--- src/rtl/time_set_sequencer.sv ---
// rtl/time_set_sequencer.sv - time-set controller: walks hour/minute/second edit, commits with one load strobe
module time_set_sequencer #(
   parameter int HR_MAX    = 23,
   parameter int TIMEOUT_S = 10
) (
   input  logic       clk,
   input  logic       rst,
   input  logic       tick_1hz,
   input  logic       btn_mode,
   input  logic       btn_inc,
   input  logic [4:0] cur_hr,
   input  logic [5:0] cur_min,
   input  logic [5:0] cur_sec,
   output logic [4:0] edit_hr,
   output logic [5:0] edit_min,
   output logic [5:0] edit_sec,
   output logic [1:0] field_sel,
   output logic       set_active,
   output logic       hold_count,
   output logic       ld_time,
   output logic       blink,
   output logic       timeout
);

   typedef enum logic [2:0] {
      IDLE    = 3'd0,
      SET_HR  = 3'd1,
      SET_MIN = 3'd2,
      SET_SEC = 3'd3,
      COMMIT  = 3'd4
   } state_t;

   state_t     state, state_nx;
   logic [3:0] idle_cnt, idle_cnt_nx;
   logic [4:0] hr_nx;
   logic [5:0] min_nx, sec_nx;
   logic [1:0] field_sel_nx;
   logic       set_active_nx, ld_time_nx, blink_nx, timeout_nx;
   logic       in_set, nx_in_set;

   assign in_set     = (state == SET_HR) || (state == SET_MIN) || (state == SET_SEC);
   assign hold_count = set_active;

   always_ff @(posedge clk) begin
      if (rst) begin
         state      <= IDLE;
         idle_cnt   <= 4'd0;
         edit_hr    <= 5'd0;
         edit_min   <= 6'd0;
         edit_sec   <= 6'd0;
         field_sel  <= 2'd0;
         set_active <= 1'b0;
         ld_time    <= 1'b0;
         blink      <= 1'b0;
         timeout    <= 1'b0;
      end else begin
         state      <= state_nx;
         idle_cnt   <= idle_cnt_nx;
         edit_hr    <= hr_nx;
         edit_min   <= min_nx;
         edit_sec   <= sec_nx;
         field_sel  <= field_sel_nx;
         set_active <= set_active_nx;
         ld_time    <= ld_time_nx;
         blink      <= blink_nx;
         timeout    <= timeout_nx;
      end
   end

   always_comb begin
      state_nx    = state;
      idle_cnt_nx = idle_cnt;
      hr_nx       = edit_hr;
      min_nx      = edit_min;
      sec_nx      = edit_sec;
      timeout_nx  = 1'b0;

      case (state)
         IDLE: begin
            if (btn_mode) begin
               hr_nx       = cur_hr;
               min_nx      = cur_min;
               sec_nx      = cur_sec;
               idle_cnt_nx = 4'd0;
               state_nx    = SET_HR;
            end
         end
         SET_HR, SET_MIN, SET_SEC: begin
            // mode has priority; a simultaneous increment is dropped
            if (btn_mode) begin
               idle_cnt_nx = 4'd0;
               case (state)
                  SET_HR:  state_nx = SET_MIN;
                  SET_MIN: state_nx = SET_SEC;
                  default: state_nx = COMMIT;
               endcase
            end else if (btn_inc) begin
               idle_cnt_nx = 4'd0;
               case (state)
                  SET_HR:  hr_nx  = (edit_hr  >= 5'(HR_MAX)) ? 5'd0 : edit_hr  + 5'd1;
                  SET_MIN: min_nx = (edit_min >= 6'd59)      ? 6'd0 : edit_min + 6'd1;
                  default: sec_nx = (edit_sec >= 6'd59)      ? 6'd0 : edit_sec + 6'd1;
               endcase
            end else if (tick_1hz) begin
               if (idle_cnt == 4'(TIMEOUT_S - 1)) begin
                  state_nx    = IDLE;
                  timeout_nx  = 1'b1;
                  idle_cnt_nx = 4'd0;
               end else begin
                  idle_cnt_nx = idle_cnt + 4'd1;
               end
            end
         end
         COMMIT:  state_nx = IDLE;
         default: state_nx = IDLE;
      endcase
   end

   // registered outputs are derived from the next state so they line up with it
   always_comb begin
      nx_in_set     = (state_nx == SET_HR) || (state_nx == SET_MIN) || (state_nx == SET_SEC);
      set_active_nx = (state_nx != IDLE);
      ld_time_nx    = (state_nx == COMMIT);
      field_sel_nx  = 2'd0;
      case (state_nx)
         SET_HR:  field_sel_nx = 2'd1;
         SET_MIN: field_sel_nx = 2'd2;
         SET_SEC: field_sel_nx = 2'd3;
         default: field_sel_nx = 2'd0;
      endcase
      blink_nx = blink;
      if (!nx_in_set)
         blink_nx = 1'b0;
      else if (state_nx != state)
         blink_nx = 1'b1;
      else if (in_set && tick_1hz)
         blink_nx = ~blink;
   end

endmodule

--- config.mk ---
export PLATFORM = sky130hd
export DESIGN_NAME = time_set_sequencer
export DESIGN_NICKNAME = d
export VERILOG_FILES = /design/src/rtl/time_set_sequencer.sv
export SDC_FILE = /design/constraint.sdc
export NUM_CORES = 1
export LEC_CHECK = 0
export BUFFER_PORTS_ARGS = -buffer_cell sky130_fd_sc_hd__buf_2
export CAP_MARGIN = 10
export CORE_MARGIN = 5
export CORE_UTILIZATION = 50
export CTS_CLUSTER_SIZE = 12
export DETAILED_ROUTE_END_ITERATION = 6
export PLACE_DENSITY = 0.76
export SYNTH_ARGS = -nofsm -noshare
export SYNTH_HDL_FRONTEND = slang
export SYNTH_SLANG_ARGS = --single-unit
--- constraint.sdc ---
create_clock -name clk -period 4.6 [get_ports clk]
set_input_delay 0.46 -clock clk [delete_from_list [all_inputs] [get_ports clk]]
set_output_delay 0.46 -clock clk [all_outputs]
set_load 0.01 [all_outputs]
Word-level counts from Yosys, hierarchy flattened. Cells that the tools add are included.

$add $sub $neg: 4. Order comparisons: 3. Equal/unequal tests: 16. Mux-type cells: 35. Bitwise logic cells: 4. Reductions and logical operators: 17.

Operator list (number): $mux W6 (10); $mux W5 (5); $pmux W6 S2 (2); $mux W4 (5); $mux W3 (5); $reduce_and A5 Y1 (3); $add A6 B1 Y6 const B (2); $eq A3 B2 Y1 const B (4); $ge A6 B6 Y1 const B (2); $ne A2 B2 Y1 const B (6); $pmux W3 S2 (2); $pmux W5 S2 (1); $pmux W4 S2 (1); $eq A3 B1 Y1 const B (2); $pmux W2 S3 (1); $add A5 B1 Y5 const B (1); $ge A5 B5 Y1 const B (1); $reduce_or A5 Y1 (1); $add A4 B1 Y4 const B (1); $eq A4 B4 Y1 const B (1); $logic_or A1 B1 Y1 (4); $ne A4 B4 Y1 const B (1); $not A1 Y1 (4); $reduce_bool A2 Y1 (2); other kinds (9) (12).

Register bits after elaboration: 30. Bits of input ports: 22.

Longest topological paths before layout.
Depth after elaboration: 11. Mapped depth: 6.

Worst setup path after synthesis. OpenSTA, ideal clock, no wires.

Kind: input port to flip-flop. Start: input btn_inc. End: register edit_min[0]. Setup time: 0.138 ns. Data arrival time: 1.479 ns. Data required time: 4.462 ns. Slack: 2.983 ns. Stages on the path: 6. Cell sequence: clkbuf_1 -> nand3b_1 -> a211o_1 -> buf_2 -> a221oi_1 -> a211oi_1.

Longest elaborated chain between the ends: 2.

RTL lines: from (decl) (RTL line 10) `input logic btn_inc,`; $ne A2 B2 Y1 (no source line); $reduce_and A5 Y1 (no source line); to (signal assigned) (RTL line 60) `edit_min <= min_nx;`; to (decl) (RTL line 15) `output logic [5:0] edit_min,`.

Every way passes these cells. A chain may end at the register's enable or synchronous reset.

Worst setup path after layout.
Start: register state[1]. End: register idle_cnt[1].

Longest elaborated chain between the ends: 4.

RTL lines: from (decl) (RTL line 33) `state_t state, state_nx;`; from (signal assigned) (RTL line 57) `state <= state_nx;`; $eq A3 B1 Y1 or $eq A3 B2 Y1 (tied branches) (RTL line 78) `case (state)`; $reduce_or A3 Y1 (RTL line 78); $ne A4 B4 Y1 (no source line) or $reduce_bool A2 Y1 (tied branches); $reduce_and A3 Y1 (no source line); to (signal assigned) (RTL line 58) `idle_cnt <= idle_cnt_nx;`; to (decl) (RTL line 34) `logic [3:0] idle_cnt, idle_cnt_nx;`.

Parallel ways exist; a longest one is shown, timed or not.

==> results.yml <==
routing:
  antenna_left: 0
  wl_per_cell_um: 13.73
  drt_iter0_markers: 85
  viasPerCell: 5.828
  vias: 1690
  dr.pass1.iters: 4
  drcViolationCount: 0
  drt-total-wl_um: 3983
clock_network:
  cts_tree: "built"
  clkTransAtPathRegs_ns: 0.09
  insertion_delay_ns: 0.33
  cts_inserted_buffers: 5
  cts-resized-gates: 0
  cts_max_level: 2
  post_cts_buffers: 0
  clock_path_buffers: 2
  cts_hold_buffers: 0
  clock-sinks: 30
  root_buffer: "clkbuf_4"
place:
  placed_area_um2: 1973
  pre_cts_slack_ns: 2.655
  io_buffers: 45
  hpwl_um: 2852
  gp_congestion: 0.7713
layout:
  syn2layout_area_growth_pct: 16.98
  insertedDiodeCount: 0
  utilization_pct: 61.01
  final_nets: 270
  drive_above_1_share_pct: 26.23
  nFillCells: 346
  stdcell_area_um2: 2052
worst_setup_path:
  crit_type: "register to register"
  cp.depth: 4
  cp.arrival_ns: 2.20
  crit_family: "compound AO/OA/AOI/OAI gates"
  cp_slowest_stage_delay_ns: 0.58
  r2r_cells: 4
  crit_required_ns: 4.85
  path_cells: "o21bai_4 -> or4_1 -> a21o_1 -> a211oi_2"
  slowest_stage: "dfxtp_1"
  crit_path_end_kind: "register"
  crit_path_start_kind: "register"
  cp_max_fo: 35
  crit_buf_inv: 0
timing:
  post-route-min-period_ns: 1.948
  finClkSkew_ns: 0.005987
  rsz0062_at_grt: "false"
  worst_pin_slew_ns: 0.7545
  setup_tns_ns: 0
  fmax_mhz: 513.3
  hold_viol: 0
  slew-limit-headroom_pct: 49.57
  drv_slew: 0
  fin_ws_ns: 2.652
  finalSetupViolations: 0
  fin_crit_sh_pct: 42.35
logic_synthesis:
  asyncSetResetFlopFracSynth_pct: 0
  syn_inst: 204
  synth_area_per_cell_um2: 8.599
  synth_ff_type: "dfxtp_1"
  ys_seq_area_share_pct: 34.24
  syn-cell-area_um2: 1754
  synth_edf_count: 0
  synth_cell_type_count: 52
  yosys_warnings: 0
  synth-seq-cells: 30
  synth_fp_nets: 231
  netlist.area_leader.share_pct: 34.24
  yosysTopAreaCell: "dfxtp_1"
  synthTopCellsByArea: "dfxtp_1 (34%), a21oi_1 (4.6%), nor2_1 (4.1%), ha_1 (3.6%), o21ai_0 (3.4%)"
job:
  drv_cap: 0
global_route:
  grt_pass1_vias: 1524
  grtUsageTotal_pct: 16.93
  grt_overflow: 0
  grt_max_degree: 36
  grt_first_pass_wirelength_um: 6775
  antenna_found_initial: 0
power:
  p_leak_nw: 0.8607
  power_density_nw_per_um2: 307.3
  p_total_uw: 630.5
  vdd_drop_max_mv: 0.2286
floorplan:
  die_w_um: 69.23
  die_h_um: 69.23
  rows: 21
  die_area_um2: 4793
  coreArea_um2: 3363
  initial_utilization_pct: 52.16
  io_pins: 46
worst_hold_path:
  hold_path_class: "primary input to register"
  min_path_cells: 3
run_status:
  status: "finished, final reports clean"
## Yosys cell counts, drive strengths merged, types with 4 or more instances
cell type and instances:
nor2 19, clkbuf 4, inv 8, and2 5, nand2b 4, nand4b 5
nor3 5, ha 5, buf 9, nand2 6, a211oi 9, dfxtp 30
nand3 7, a221oi 6, a21oi 17, o211ai 4, o21ai 17
## kinds of logic after synthesis
family                     after synthesis  synth area share, %
AOI/OAI and AO/OA                       77                33.38
and+or+nand+nor                         67                21.40
DFF                                     30                34.24
buffers and inverters                   21                5.349
adders and majority gates                5                3.566
xor gates and xnor gates                 3                1.498
muxes                                    1               0.5706
## worst register-to-register path: stages, from the launching register on
cell	delay (ns)
dfxtp_1	0.58
o21bai_4	0.33
or4_1	0.55
a21o_1	0.22
a211oi_2	0.19
## final cells by class
| type | instances | area, um2 | area share [%] |
|---|---|---|---|
| multi-input combinational | 153 | 1060 | 51.65 |
| sequential | 30 | 600.6 | 29.27 |
| timing repair buffer | 45 | 225.2 | 10.98 |
| clock buffer | 8 | 78.83 | 3.841 |
| tap | 46 | 57.56 | 2.805 |
| inverter | 8 | 30.03 | 1.463 |
## worst paths after layout
kind                       startpoint                       end  slack [ns]
min reg2reg  edit_min[0]$_SDFFE_PP0P_  edit_min[0]$_SDFFE_PP0P_        0.53
max reg2reg       state[1]$_SDFF_PP0_  idle_cnt[1]$_SDFFE_PP0P_        2.65
min                        cur_sec[1]  edit_sec[1]$_SDFFE_PP0P_        0.40
max               state[1]$_SDFF_PP0_  idle_cnt[1]$_SDFFE_PP0P_        2.65
## stage by stage
step,hold WS (ns),cells
detailed placement,0.5121,282
CTS,0.3871,290
floorplan,0.4981,204
finish,0.3961,290
global route,0.3915,290
global placement,0.5065,282
## registers in the layout, summed over array words and instances, names as in the netlist
signal	count
edit_min	6
edit_sec	6
edit_hr	5
idle_cnt	4
state	3
field_sel	2
blink	1
hold_count	1
ld_time	1
timeout	1
## power by group
group,total (mW),internal [mW],switching [mW]
clock,0.195,0.104,0.0908
sequential,0.303,0.278,0.0249
combinational,0.133,0.0577,0.0750
## layer usage
layer / vias to the layer above / track usage (%) / part of all wire (%)
met3: 4 / 5.362 / 5.5
met4: 0 / 6.291 / 0.95
met1: 788 / 20.86 / 46
met2: 39 / 27.54 / 48
met5: - / 0 / 0
li1: 859 / - / -
## layout by cell type (no fill, tap or decap), types with 3 or more instances in the layout
master,Yosys,routed
buf_2,3,45
dfxtp_1,30,30
nor2_1,19,19
a21oi_1,16,16
o21ai_0,12,12
inv_1,8,8
nand3_1,7,7
a211oi_1,7,7
nand2_1,6,6
nand4b_1,5,5
nor3_1,5,5
and2_1,5,5
o21ai_1,5,5
ha_1,5,5
clkbuf_4,0,5
nand2b_1,4,4
a221oi_1,4,4
o211ai_1,4,4
and3b_1,3,3
xnor2_1,3,3
and3_1,3,3
clkbuf_8,0,3
No activity file was read; power rests on OpenSTA's default activity.
